`config.mk`:
```
export PLATFORM = sky130hd
export DESIGN_NAME = mdu_ctrl_flat
export DESIGN_NICKNAME = d
export VERILOG_FILES = /design/src/rtl/mdu_if.sv /design/src/rtl/mdu_ctrl.sv /design/src/flat_wrapper.sv
export SDC_FILE = /design/constraint.sdc
export NUM_CORES = 1
export LEC_CHECK = 0
export ABC_AREA = 1
export CAP_MARGIN = 40
export CORE_MARGIN = 8
export CORE_UTILIZATION = 50
export CTS_CLUSTER_DIAMETER = 200
export CTS_CLUSTER_SIZE = 30
export DETAILED_ROUTE_END_ITERATION = 10
export DONT_BUFFER_PORTS = 1
export PLACE_DENSITY = 0.68
export RECOVER_POWER = 100
export SETUP_SLACK_MARGIN = 0.15
export SLEW_MARGIN = 15
export SYNTH_ARGS = -nofsm -noshare
export SYNTH_HDL_FRONTEND = slang
export SYNTH_SLANG_ARGS = --single-unit
```
`constraint.sdc`:
```
create_clock -name clk -period 3.4 [get_ports clk]
set_input_delay 0.68 -clock clk [delete_from_list [all_inputs] [get_ports clk]]
set_output_delay 0.68 -clock clk [all_outputs]
set_load 0.01 [all_outputs]
```
`src/rtl/mdu_if.sv`:
```
// mdu_if: E-stage MDU handshake plus multiplier/divider IP bus
interface mdu_if;
    logic        req;
    logic [3:0]  op;
    logic [31:0] A;
    logic [31:0] B;
    logic        mul_ce;
    logic        mul_signed;
    logic [31:0] mul_a;
    logic [31:0] mul_b;
    logic [63:0] mul_p;
    logic        div_start;
    logic        div_signed;
    logic [31:0] div_a;
    logic [31:0] div_b;
    logic        div_done;
    logic [31:0] div_quot;
    logic [31:0] div_rem;
    logic [31:0] rd_data;
    logic        busy;
    logic        start;
    logic        stall;
    modport slave (
        input  req, op, A, B, mul_p, div_done, div_quot, div_rem,
        output mul_ce, mul_signed, mul_a, mul_b, div_start, div_signed, div_a, div_b,
               rd_data, busy, start, stall
    );
    modport master (
        output req, op, A, B, mul_p, div_done, div_quot, div_rem,
        input  mul_ce, mul_signed, mul_a, mul_b, div_start, div_signed, div_a, div_b,
               rd_data, busy, start, stall
    );
endinterface

```
`src/rtl/mdu_ctrl.sv`:
```
// mdu_ctrl: HI/LO owner sequencing a pipelined multiplier IP and an iterative divider IP
module mdu_ctrl #(
    parameter int MUL_LAT = 5
) (
    input logic clk,
    input logic reset,
    mdu_if.slave bus
);
    typedef enum logic [1:0] {IDLE, MUL_WAIT, DIV_WAIT} state_t;
    state_t      state;
    logic [3:0]  cnt;
    logic [31:0] hi, lo, opa, opb;
    logic        sgn;
    logic        idle, is_mul, is_div;
    // Decode the E-stage op and derive issue, IP controls and read data
    always_comb begin
        idle           = state == IDLE;
        is_mul         = bus.op == 4'd1 || bus.op == 4'd2;
        is_div         = bus.op == 4'd3 || bus.op == 4'd4;
        bus.start      = idle && !bus.req && (is_mul || (is_div && bus.B != 32'd0));
        bus.busy       = !idle;
        bus.stall      = bus.start || !idle;
        bus.mul_ce     = (bus.start && is_mul) || state == MUL_WAIT;
        bus.div_start  = bus.start && is_div;
        bus.mul_a      = idle ? bus.A : opa;
        bus.mul_b      = idle ? bus.B : opb;
        bus.mul_signed = idle ? bus.op == 4'd1 : sgn;
        bus.div_a      = idle ? bus.A : opa;
        bus.div_b      = idle ? bus.B : opb;
        bus.div_signed = idle ? bus.op == 4'd3 : sgn;
        bus.rd_data    = bus.op == 4'd5 ? hi : bus.op == 4'd6 ? lo : 32'd0;
    end
    // Issue, wait for the IP result, commit into HI/LO; moves to HI/LO only when idle
    always_ff @(posedge clk) begin
        if (reset) begin
            state <= IDLE;
            cnt   <= 4'd0;
            hi    <= 32'd0;
            lo    <= 32'd0;
            opa   <= 32'd0;
            opb   <= 32'd0;
            sgn   <= 1'b0;
        end else begin
            case (state)
                IDLE: begin
                    if (bus.start) begin
                        opa   <= bus.A;
                        opb   <= bus.B;
                        sgn   <= bus.op == 4'd1 || bus.op == 4'd3;
                        cnt   <= 4'(MUL_LAT);
                        state <= is_mul ? MUL_WAIT : DIV_WAIT;
                    end else if (!bus.req && bus.op == 4'd7) begin
                        hi <= bus.A;
                    end else if (!bus.req && bus.op == 4'd8) begin
                        lo <= bus.A;
                    end
                end
                MUL_WAIT: begin
                    cnt <= cnt - 4'd1;
                    if (cnt == 4'd1) begin
                        {hi, lo} <= bus.mul_p;
                        state    <= IDLE;
                    end
                end
                DIV_WAIT: begin
                    if (bus.div_done) begin
                        lo    <= bus.div_quot;
                        hi    <= bus.div_rem;
                        state <= IDLE;
                    end
                end
                default: state <= IDLE;
            endcase
        end
    end
endmodule

```
`src/flat_wrapper.sv`:
```
// flat-port wrapper written by rule: the top's interface ports become plain ports
module mdu_ctrl_flat 
#(
    parameter int MUL_LAT = 5
)
  (clk, reset, bus_req, bus_op, bus_A, bus_B, bus_mul_p, bus_div_done, bus_div_quot, bus_div_rem, bus_mul_ce, bus_mul_signed, bus_mul_a, bus_mul_b, bus_div_start, bus_div_signed, bus_div_a, bus_div_b, bus_rd_data, bus_busy, bus_start, bus_stall);
  mdu_if bus_i ();
  input logic clk;
  input logic reset;
  input wire logic [$bits(bus_i.req)-1:0] bus_req;
  input wire logic [$bits(bus_i.op)-1:0] bus_op;
  input wire logic [$bits(bus_i.A)-1:0] bus_A;
  input wire logic [$bits(bus_i.B)-1:0] bus_B;
  input wire logic [$bits(bus_i.mul_p)-1:0] bus_mul_p;
  input wire logic [$bits(bus_i.div_done)-1:0] bus_div_done;
  input wire logic [$bits(bus_i.div_quot)-1:0] bus_div_quot;
  input wire logic [$bits(bus_i.div_rem)-1:0] bus_div_rem;
  output wire logic [$bits(bus_i.mul_ce)-1:0] bus_mul_ce;
  output wire logic [$bits(bus_i.mul_signed)-1:0] bus_mul_signed;
  output wire logic [$bits(bus_i.mul_a)-1:0] bus_mul_a;
  output wire logic [$bits(bus_i.mul_b)-1:0] bus_mul_b;
  output wire logic [$bits(bus_i.div_start)-1:0] bus_div_start;
  output wire logic [$bits(bus_i.div_signed)-1:0] bus_div_signed;
  output wire logic [$bits(bus_i.div_a)-1:0] bus_div_a;
  output wire logic [$bits(bus_i.div_b)-1:0] bus_div_b;
  output wire logic [$bits(bus_i.rd_data)-1:0] bus_rd_data;
  output wire logic [$bits(bus_i.busy)-1:0] bus_busy;
  output wire logic [$bits(bus_i.start)-1:0] bus_start;
  output wire logic [$bits(bus_i.stall)-1:0] bus_stall;
  assign bus_i.req = bus_req;
  assign bus_i.op = bus_op;
  assign bus_i.A = bus_A;
  assign bus_i.B = bus_B;
  assign bus_i.mul_p = bus_mul_p;
  assign bus_i.div_done = bus_div_done;
  assign bus_i.div_quot = bus_div_quot;
  assign bus_i.div_rem = bus_div_rem;
  assign bus_mul_ce = bus_i.mul_ce;
  assign bus_mul_signed = bus_i.mul_signed;
  assign bus_mul_a = bus_i.mul_a;
  assign bus_mul_b = bus_i.mul_b;
  assign bus_div_start = bus_i.div_start;
  assign bus_div_signed = bus_i.div_signed;
  assign bus_div_a = bus_i.div_a;
  assign bus_div_b = bus_i.div_b;
  assign bus_rd_data = bus_i.rd_data;
  assign bus_busy = bus_i.busy;
  assign bus_start = bus_i.start;
  assign bus_stall = bus_i.stall;
  mdu_ctrl #(.MUL_LAT(MUL_LAT)) u_core (.clk(clk), .reset(reset), .bus(bus_i));
endmodule
```
**Yosys cells after proc, flatten, opt, wreduce, memory -nomap -nowiden**

Index checks and enable logic that the tools add are counted.

- Multiplexer cells: 24
- Add/subtract/negate cells: 1
- Equality and inequality tests: 18
- Reductions and logical operators: 24

Operator list:

| kind | count |
|---|---|
| 2-to-1 mux 32 bit | 13 |
| case mux 32 bit (3 select lines) | 2 |
| nonzero test 32 bit | 1 |
| == test 4 x 3 -> 1 bit (second input constant) | 4 |
| inequality test 2 bit (second input constant) | 7 |
| == test 4 x 1 -> 1 bit (second input constant) | 2 |
| == test 4 x 2 -> 1 bit (second input constant) | 2 |
| 2-to-1 mux 2 bit | 4 |
| case mux 4 bit (2 select lines) | 1 |
| logical AND 1 bit | 7 |
| logical OR 1 bit | 6 |
| case mux 2 bit (3 select lines) | 1 |
| AND reduction 6 bit | 1 |
| AND reduction 5 bit | 1 |
| == test 4 bit (second input constant) | 1 |
| 2-to-1 mux 4 bit | 1 |
| AND reduction 2 bit | 2 |
| subtractor 4 x 1 -> 4 bit (second input constant) | 1 |
| AND reduction 3 bit | 1 |
| nonzero test 3 bit | 1 |
| == test 2 x 1 -> 1 bit (second input constant) | 1 |
| == test 2 bit (second input constant) | 1 |
| logical NOT 1 bit | 2 |
| logical NOT 2 bit | 1 |
| other kinds (2) | 3 |

- Bits of input ports: 200
- Logic and storage cells: 74
- Output and inout bits: 167
- Bits in registers: 135

**Longest topological paths before layout**

- Depth in word-level cells: 7
- Gate-level depth with buffers: 10

**Least setup slack after synthesis**

Ideal clock, no wire load.

- Path type: reg-to-output
- From: reg u_core.state[0]
- To: out bus_mul_a[12]
- Required time: 2.720 ns
- Cell stages (with the launch flop): 9
- Arrival time: 1.670 ns
- Slack: 1.050 ns
- Cells stage by stage: dfxtp_1 -> inv_1 -> ha_1 -> inv_2 -> clkbuf_1 -> buf_1 -> nand2_1 -> nand2_1 -> buf_4

- Cells in the longest elaborated chain, start to end: 2

Ends and longest elaborated chain:

| what | RTL line | text |
|---|---|---|
| start: declaration | mdu_ctrl.sv:10 | `state_t state;` |
| start signal: assignment | mdu_ctrl.sv:51 | `state <= is_mul ? MUL_WAIT : DIV_WAIT;` |
| logical NOT 2 bit | mdu_ctrl.sv:17 | `idle = state == IDLE;` |
| 2-to-1 mux 32 bit | -- |  |
| end: declaration | flat_wrapper.sv:20 | `output wire logic [$bits(bus_i.mul_a)-1:0] bus_mul_a;` |

No other way between the ends.

**Worst setup path after layout**

- From: reg u_core.state[0]
- To: out bus_stall

- Cells in the longest elaborated chain, start to end: 4

Ends and longest elaborated chain:

| what | RTL line | text |
|---|---|---|
| logical NOT 2 bit * | mdu_ctrl.sv:17 |  |
| logical AND 1 bit (2 in series) | mdu_ctrl.sv:20 | `bus.start = idle && !bus.req && (is_mul \|\| (is_div && bus.B != 32'd0));` |
| logical OR 1 bit * | mdu_ctrl.sv:22 | `bus.stall = bus.start \|\| !idle;` |
| end: declaration | flat_wrapper.sv:29 | `output wire logic [$bits(bus_i.stall)-1:0] bus_stall;` |

Every way passes the cells marked *; elsewhere a longest branch is shown, timed or not.

==> results.txt <==
RSZ-0062 raised after global routing - false
max_cap viols - 0
vias in the first global route - 6,571
Avg Cell Area, Syn - 6.43 µm²
Final HPWL DP - 18,100 µm
Setup crit start kind - register
DRT met1 WL - 11,200 µm
Cells after DPL - 1,318
most used cell, CP - inv_1
synth-to-layout area growth - 1.34%
top_reg_cell synth - dfxtp_1
run status - finished, final reports clean
CP Class - register to primary output
met3 WL - 1960 µm
layout cells sized above 1 - 5.03%
FMAX - 0.333 GHz
total core area - 15,700 µm²
pin count of the biggest net entering global routing - 77
crit path time final - 3.01 ns
port buffer count - 0
Initial Util - 50.5%
P per Cell Area - 815 nW/µm²
I/O Pins - 367
antenna violations before repair - 0
crit path buf inv count - 2
Fill cells - 1,672
worst-skew pair later-pin latency - 0.42 ns
max-slew violation count - 0
CTS clk-pin slew, worst paths - 0.06 ns
setup TNS - 0 ns
final net count - 1,327
period utilisation layout - 88.4%
Arr. time, crit path - 2.33 ns
post-CTS sizing - 0
setup slack at placement - 0.814 ns
crit path max-delay cell type - inv_1
CTS tree - done
Cells after Synth - 1,234
Hold Buf Count CTS - 0
final hold vios - 0
GRT Overall Usage - 23.8%
DIE HEIGHT - 142 µm
Slew @ Worst Pin - 0.825 ns
Synth async-reset ratio - 0%
Hold Crit Start - reset
Cell Chain, Critical Path - inv_1 > ha_2 > inv_1 > nor2_4 > nand2_1 > nand3_1
Synth Warn # - 0
vias per cell - 5.49
Remaining DRCs - 0
Overflow after GRT - 0
postcts setup bufs - 0
setup-violating endpoint count in the final report - 0
htree depth - 4
r2r setup slk - 0.65 ns
r2r startpoint - u_core.state[0]
vias - 7,409
final wirelength - 25,200 µm
CTS Buf Count - 17
die footprint - 20,100 µm²
# clock sinks - 135
met2 wire len - 11,600 µm
setup slack after layout - 0.394 ns
# diodes - 0
Worst path max stage delay - 0.54 ns
Min-Delay Path Class - input pin to register
slew margin rel. - 45.0%
number of enable flip-flop cells after synthesis - 0
Hold Path Sink - u_core.cnt[2]
Site Rows - 46
Post-Syn Nets - 1,440
Worst Setup SP - u_core.state[0]
RR Endpoint - u_core.opa[13]
Power, Total - 6.54 mW
FF-to-FF path depth - 9
CTS root buf - clkbuf_16
First-pass DRT Iterations - 6
maximum buffer depth of the clock tree - 2
flops & latches, synth - 135
final non-filler cell total - 1,349
global-route wire length before repair - 37,700 µm
CP endpoint kind - primary output
Worst Path Max Fanout - 19
WHS Path Cells - 1
Post-Syn Area - 7930 µm²
CP delay by family, top - simple AND/OR/NAND/NOR gates
post-synthesis cell type count - 28
die width - 142 µm
leakage - 3.65 nW
Hold WS - 0.325 ns
DR WL/cell - 18.7 µm
skew final - 0.00536 ns
GPL Wtd Cong - 0.866
WP data required - 2.72 ns
remaining antenna violation count - 0
initial drt markers - 619
maximum vdd drop - 0.444 mV
Top Metal Used - met4
register area share after synthesis - 34.1%
-- layout make-up --
cell class                 count  area (µm²)  share of cell area [%]
clock inverter                10         105                    1.31
multi-input combinational    866        4050                    50.4
sequential                   135        2700                    33.6
timing repair buffer          16         131                    1.64
clock buffer                  21         450                    5.61
inverter                      85         323                    4.02
tap                          216         270                    3.36
-- Yosys cell counts, types with 2 or more instances --
| cell type | number | area, µm² |
|---|---|---|
| nand2_1 | 375 | 1410 |
| nor2_1 | 154 | 578 |
| dfxtp_1 | 135 | 2700 |
| o21ai_0 | 107 | 536 |
| inv_1 | 80 | 300 |
| a21oi_1 | 73 | 365 |
| buf_4 | 69 | 518 |
| a22o_1 | 64 | 561 |
| clkbuf_1 | 57 | 214 |
| o22ai_1 | 32 | 200 |
| o21ai_1 | 28 | 140 |
| nand3_1 | 11 | 55.1 |
| buf_1 | 10 | 37.5 |
| buf_2 | 9 | 45.0 |
| ha_1 | 6 | 75.1 |
| inv_2 | 4 | 15.0 |
| nand4_1 | 4 | 25.0 |
| buf_6 | 3 | 33.8 |
| nor2_2 | 3 | 18.8 |
| nand2_4 | 2 | 22.5 |
-- layout by cell type, fill, tap and decap left out --
cell type | synthesis | routed
nor2_4 | 1 | 1
clkinv_2 | 0 | 7
dfxtp_1 | 135 | 135
o21ai_0 | 107 | 115
nand4_2 | 1 | 1
inv_1 | 80 | 81
clkbuf_1 | 57 | 6
o21ai_4 | 1 | 1
nor2_1 | 154 | 154
a21oi_1 | 73 | 74
nand2_4 | 2 | 1
inv_2 | 4 | 2
o21ai_2 | 1 | 1
clkinvlp_4 | 0 | 2
xor2_1 | 1 | 1
o22ai_1 | 32 | 32
a22o_1 | 64 | 64
buf_4 | 69 | 10
nand2_1 | 375 | 376
or2_2 | 1 | 1
nand4_1 | 4 | 4
o21ai_1 | 28 | 20
clkbuf_16 | 0 | 17
clkbuf_2 | 0 | 1
nor2_2 | 3 | 3
inv_4 | 1 | 1
ha_2 | 0 | 3
buf_12 | 0 | 2
bufinv_16 | 0 | 2
nand3_1 | 11 | 11
ha_1 | 6 | 3
clkbuf_8 | 0 | 1
-- flip-flops by register name (all words and copies together) (netlist names) --
signal / count
u_core.lo: 32
u_core.hi: 32
u_core.opa: 32
u_core.state: 2
u_core.opb: 32
u_core.cnt: 4
u_core.sgn: 1
-- per-layer routing --
metal | GRT usage [%] | vias up
li1 | - | 3695
met1 | 31.1 | 3379
met2 | 36.9 | 306
met3 | 6.65 | 29
met4 | 8.25 | 0
met5 | 0 | -
-- power breakdown --
part           switching [mW]  total, mW  internal [mW]  leakage [nW]
Combinational            2.01       2.75          0.741          2.27
Clock                   0.684       1.77           1.08         0.272
Sequential              0.110       2.03           1.92          1.11
Total                    2.80       6.54           3.74          3.65
-- how the worst max path moves through the flow --
stage                      to  slack, ns  cells after the start
2_1_floorplan   bus_mul_a[12]       1.05                      8
3_3_place_gp    u_core.opb[8]       0.84                      9
3_5_place_dp   u_core.opa[25]       0.81                      9
4_1_cts             bus_stall       0.58                      4
5_1_grt             bus_stall       0.25                      6
6_report            bus_stall       0.39                      6
-- stage by stage --
stage | cell area [µm²] | utilization, %
floorplan | 7930 | -
global placement | 7500 | 47.8
detailed placement | 7500 | 47.8
CTS | 8060 | 51.3
global route | 8040 | 51.1
finish | 8040 | 51.1
-- cell families (layout without fill, tap and decap cells) --
logic type	count (synthesis)	in the layout	share of synthesized area, %
and+or+nand+nor	552	552	27.0
AOI/OAI and AO/OA	307	307	23.1
buffers and inverters	233	132	14.8
xor gates and xnor gates	1	1	0.110
adders and majority gates	6	6	0.947
DFF	135	135	34.1
Note: power is estimated with default switching activity, not from simulation.
